--- src/rtl/fib_pkg.sv ---
// rtl/fib_pkg.sv - shared types and constants for fib_seq_engine (FIB_OVF_EN selects overflow tracking)
package fib_pkg;

  typedef enum logic [1:0] {
    MODE_FIB    = 2'b00,
    MODE_LUCAS  = 2'b01,
    MODE_CUSTOM = 2'b10,
    MODE_RSVD   = 2'b11
  } mode_t;

  typedef enum logic [1:0] {
    ST_IDLE = 2'b00,
    ST_RUN  = 2'b01,
    ST_DONE = 2'b10
  } state_t;

  localparam int LUCAS_X0 = 2;
  localparam int LUCAS_X1 = 1;

endpackage

--- src/rtl/fib_datapath.sv ---
// rtl/fib_datapath.sv - term registers, adder, carry flags (FIB_OVF_EN) and index down-counter
module fib_datapath #(
  parameter int DATA_W = 32,
  parameter int IDX_W  = 8
) (
  input  logic              clk,
  input  logic              rst_n,
  input  logic              load,
  input  logic              step,
  input  logic [DATA_W-1:0] x0,
  input  logic [DATA_W-1:0] x1,
  input  logic [IDX_W-1:0]  n,
  output logic [DATA_W-1:0] a,
  output logic              a_flag,
  output logic              cnt_zero
);

  logic [DATA_W-1:0] b;
  logic [DATA_W-1:0] sum;
  logic [IDX_W-1:0]  cnt;

  assign cnt_zero = (cnt == '0);

`ifdef FIB_OVF_EN
  logic carry;
  logic a_flag_q;
  logic b_flag_q;

  assign {carry, sum} = {1'b0, a} + {1'b0, b};
  assign a_flag = a_flag_q;

  // Flags mark a register whose exact term no longer fits in DATA_W bits; once set they stay set.
  always_ff @(posedge clk or negedge rst_n) begin
    if (!rst_n) begin
      a_flag_q <= 1'b0;
      b_flag_q <= 1'b0;
    end else if (load) begin
      a_flag_q <= 1'b0;
      b_flag_q <= 1'b0;
    end else if (step && !cnt_zero) begin
      a_flag_q <= b_flag_q;
      b_flag_q <= a_flag_q | b_flag_q | carry;
    end
  end
`else
  assign sum    = a + b;
  assign a_flag = 1'b0;
`endif

  // Slide the two-term window forward one index per step; counter stops at zero and never wraps.
  always_ff @(posedge clk or negedge rst_n) begin
    if (!rst_n) begin
      a   <= '0;
      b   <= '0;
      cnt <= '0;
    end else if (load) begin
      a   <= x0;
      b   <= x1;
      cnt <= n;
    end else if (step && !cnt_zero) begin
      a   <= b;
      b   <= sum;
      cnt <= cnt - 1'b1;
    end
  end

endmodule

--- src/rtl/fib_seq_engine.sv ---
// rtl/fib_seq_engine.sv - n-th term of a two-seed additive recurrence with start/busy/done (FIB_OVF_EN enables ovf)
module fib_seq_engine
  import fib_pkg::*;
#(
  parameter int DATA_W = 32,
  parameter int IDX_W  = 8
) (
  input  logic              clk,
  input  logic              rst_n,
  input  logic              start,
  input  logic              abort,
  input  logic [1:0]        mode,
  input  logic [IDX_W-1:0]  n,
  input  logic [DATA_W-1:0] seed0,
  input  logic [DATA_W-1:0] seed1,
  output logic              busy,
  output logic              done,
  output logic              err,
  output logic              ovf,
  output logic [DATA_W-1:0] result
);

  state_t            state;
  state_t            state_nxt;
  mode_t             mode_sel;
  logic              load;
  logic              step;
  logic              finish;
  logic              rsvd_req;
  logic [DATA_W-1:0] x0;
  logic [DATA_W-1:0] x1;
  logic [DATA_W-1:0] a;
  logic              a_flag;
  logic              cnt_zero;

  assign mode_sel = mode_t'(mode);
  assign busy     = (state != ST_IDLE);
  assign done     = (state == ST_DONE);

  // Seed selection; the reserved encoding never loads so its value is irrelevant.
  always_comb begin
    x0 = '0;
    x1 = DATA_W'(1);
    case (mode_sel)
      MODE_LUCAS: begin
        x0 = DATA_W'(LUCAS_X0);
        x1 = DATA_W'(LUCAS_X1);
      end
      MODE_CUSTOM: begin
        x0 = seed0;
        x1 = seed1;
      end
      default: ;
    endcase
  end

  // Control state register.
  always_ff @(posedge clk or negedge rst_n) begin
    if (!rst_n) state <= ST_IDLE;
    else        state <= state_nxt;
  end

  // Next-state and datapath strobes; abort outranks completion in RUN.
  always_comb begin
    state_nxt = state;
    load      = 1'b0;
    step      = 1'b0;
    finish    = 1'b0;
    rsvd_req  = 1'b0;
    case (state)
      ST_IDLE: begin
        if (start) begin
          if (mode_sel == MODE_RSVD) begin
            rsvd_req  = 1'b1;
            state_nxt = ST_DONE;
          end else begin
            load      = 1'b1;
            state_nxt = ST_RUN;
          end
        end
      end
      ST_RUN: begin
        if (abort) begin
          state_nxt = ST_IDLE;
        end else if (cnt_zero) begin
          finish    = 1'b1;
          state_nxt = ST_DONE;
        end else begin
          step = 1'b1;
        end
      end
      ST_DONE: state_nxt = ST_IDLE;
      default: state_nxt = ST_IDLE;
    endcase
  end

  fib_datapath #(
    .DATA_W (DATA_W),
    .IDX_W  (IDX_W)
  ) u_datapath (
    .clk      (clk),
    .rst_n    (rst_n),
    .load     (load),
    .step     (step),
    .x0       (x0),
    .x1       (x1),
    .n        (n),
    .a        (a),
    .a_flag   (a_flag),
    .cnt_zero (cnt_zero)
  );

  // Result and status update only when an operation completes; abort leaves them untouched.
  always_ff @(posedge clk or negedge rst_n) begin
    if (!rst_n) begin
      result <= '0;
      err    <= 1'b0;
    end else if (rsvd_req) begin
      err <= 1'b1;
    end else if (finish) begin
      result <= a;
      err    <= 1'b0;
    end
  end

`ifdef FIB_OVF_EN
  // Overflow status reflects only the returned term.
  always_ff @(posedge clk or negedge rst_n) begin
    if (!rst_n)      ovf <= 1'b0;
    else if (finish) ovf <= a_flag;
  end
`else
  assign ovf = 1'b0;
`endif

endmodule
--- config.mk ---
export PLATFORM = sky130hd
export DESIGN_NAME = fib_seq_engine
export DESIGN_NICKNAME = d
export VERILOG_FILES = /design/src/rtl/fib_pkg.sv /design/src/rtl/fib_datapath.sv /design/src/rtl/fib_seq_engine.sv
export SDC_FILE = /design/constraint.sdc
export NUM_CORES = 1
export LEC_CHECK = 0
export CAP_MARGIN = 0
export CORE_MARGIN = 3
export CORE_UTILIZATION = 59
export DETAILED_ROUTE_END_ITERATION = 10
export PLACE_DENSITY = 0.87
export SETUP_SLACK_MARGIN = 0.2
export SLEW_MARGIN = 20
export SYNTH_ARGS = -nofsm -noshare
export SYNTH_HDL_FRONTEND = slang
export SYNTH_HIERARCHICAL = 1
export SYNTH_SLANG_ARGS = --single-unit
--- constraint.sdc ---
create_clock -name clk -period 6.52 [get_ports clk]
set_input_delay 0.652 -clock clk [delete_from_list [all_inputs] [get_ports clk]]
set_output_delay 0.652 -clock clk [all_outputs]
set_load 0.05 [all_outputs]
==> results.py <==
metrics = {
    "outcome": {
        "outcome": "completed",
    },
    "clock_network": {
        "cts_buffers": 9,
        "clk_path_buf_depth": 2,
        "cts_setup_buffers": 0,
        "clock_latency_ps": 360,
        "cts_sinks": 107,
        "post_cts_resized": 0,
        "cts_root_buf": "clkbuf_16",
        "cts_hold_buf": 0,
        "path_clk_slew_ps": 80,
        "cts_tree": "yes",
        "cts.htree.levels": 3,
    },
    "sta": {
        "finalCriticalPeriod_ps": 3310,
        "max_freq_mhz": 302.1,
        "setup-tns-final_ps": 0,
        "rsz0062_at_grt": "false",
        "finalHoldViolations": 0,
        "worst-slew-pin-transition_ps": 923.3,
        "fin_ws_ps": 3210,
        "max-slew-margin-rel_pct": 38.45,
        "drv_slew": 0,
        "min_period_over_period_pct": 50.77,
        "fin_worst_skew_ps": 8.750,
        "fin_hold_ws_ps": 302.1,
        "setup_viol": 0,
    },
    "worst_setup_path": {
        "end_kind": "register",
        "cp.required_ps": 6790,
        "path_max_fanout": 39,
        "critPathArrivalTime_ps": 3580,
        "crit_type": "register to register",
        "startpoint_type": "register",
    },
    "routing": {
        "postRouteAntennaNets": 0,
        "drc": 0,
        "firstDrtPassIters": 5,
        "drt_wl_total_microns": 17400,
        "drt-vias-per-instance": 5.941,
        "wl_per_cell_microns": 17.58,
        "vias": 5882,
        "drt_iter0_drc": 405,
    },
    "floorplan": {
        "start_util_pct": 61.65,
        "die_h_microns": 116.2,
        "rows": 39,
        "coreArea_sq_um": 11610,
        "io_pins": 114,
        "die_area_sq_um": 13490,
        "die_x_microns": 116.2,
    },
    "synthesis": {
        "synth_area_sq_um": 7159,
        "syn-instance-count": 757,
        "syn-num-nets": 873,
        "ys_warn_count": 6,
        "synth_area_per_cell_sq_um": 9.458,
    },
    "grt": {
        "grt_pass1_vias": 6049,
        "grt-ovfl-total": 0,
        "grt_max_degree": 82,
        "globalRouteTotalUtil_pct": 26.80,
        "grt_first_pass_wirelength_microns": 28870,
        "antenna_found_initial": 0,
    },
    "placement": {
        "dpl_worst_slack_ps": 3103,
        "dpl-instance-area_sq_um": 8258,
        "hpwlAfterDp_microns": 12480,
        "gp_congestion": 0.8901,
        "portBuffers": 112,
    },
    "layout": {
        "layout-drive-gt1-share_pct": 9.327,
        "antenna_cells": 0,
        "final_core_util_pct": 73.95,
        "area_delta_synth_final_pct": 19.96,
        "nets": 958,
        "final_area_sq_um": 8588,
    },
    "power_and_ir_drop": {
        "leakage_nw": 3.889,
        "p_sw_share_pct": 42.96,
        "clockPowerShare_pct": 17.8,
        "ir_worst_vdd_v": 0.0002766,
        "p_comb_share_pct": 49.6,
        "p_sw_w": 0.001472,
        "pwr-share-seq_pct": 32.6,
        "power.internal_w": 0.001954,
        "power_per_cell_area_nw_per_um2": 398.9,
    },
    "hold_path": {
        "holdCritPathClass": "primary input to async pin",
    },
    "flow_run": {
        "drv_cap": 0,
    },
}
==> final timing paths <==
| path | start | endpoint | slack (ps) | cells past startpoint |
|---|---|---|---|---|
| worst max-delay path | u_datapath/cnt[5] | u_datapath/b[26] | 3210 | 9 |
| worst min-delay path | rst_n | result[11] | 300 | 1 |
| worst max register to register | u_datapath/cnt[5] | u_datapath/b[26] | 3210 | 9 |
| worst min register to register | result[5] | result[5] | 510 | 1 |
| max in group asynchronous | rst_n | u_datapath/b[25] | 5040 | 2 |
| min in group clk | result[5] | result[5] | 510 | 1 |
==> through the flow <==
stage          instances  total power [W]
6_report             990         0.003426
5_1_grt              990         0.003657
3_3_place_gp         974         0.002726
4_1_cts              990         0.003427
2_1_floorplan        757         0.002346
3_5_place_dp         974         0.002802
==> routing by layer <==
layer  global-route usage [%]  up-vias  routed length [microns]
met4                    7.579        0                      274
li1                         -     2825                        -
met1                    35.05     2852                     7641
met2                    45.19      179                     8551
met5                        0        -                        0
met3                    5.855       26                      934
==> registers in the layout, summed over array words and instances, names as in the netlist <==
| name | count |
|---|---|
| state | 2 |
| err | 1 |
| u_datapath/b | 32 |
| u_datapath/a | 32 |
| u_datapath/cnt | 8 |
| result | 32 |
==> power by group through the flow <==
stage | Combinational, W | Sequential (W) | Clock, W
after floorplan | 0.00111 | 0.00123 | 0
after global placement | 0.00162 | 0.00111 | 0
after detailed placement | 0.00168 | 0.00113 | 0
after CTS | 0.00169 | 0.00112 | 0.000623
after global routing | 0.00186 | 0.00115 | 0.000645
final | 0.00170 | 0.00112 | 0.000611
==> placed cells by master (no fill, tap or decap), drive strengths merged, types with 7 or more instances in the layout <==
master / instances
nor3: 9
o21ai: 76
a21o: 9
and2: 62
clkdlybuf4s50: 111
dfrtp: 107
inv: 19
nor3b: 10
mux2: 34
xor2: 13
buf: 8
nor2: 29
nand2: 94
nand4: 7
mux2i: 39
clkbuf: 9
xnor2: 19
ha: 37
o21a: 7
a21oi: 63
o21bai: 8
==> critical path: stages (launching register included) <==
cell	delay [ps]
dfrtp_1	400
or4_4	560
nor4b_4	340
nor4b_1	140
nand2b_2	660
buf_4	530
nor2_1	170
nand2_1	110
a21oi_1	50
nor4b_2	240
==> final cells by class <==
cell class                 count  area [sq um]
clock inverter                 7         105.1
tap                          143         178.9
fill                         863          3025
inverter                      15         56.30
clock buffer                   9         225.2
timing repair buffer         119          1171
sequential                   107          2678
multi-input combinational    590          4174
No activity file was read; power rests on OpenSTA's default activity.
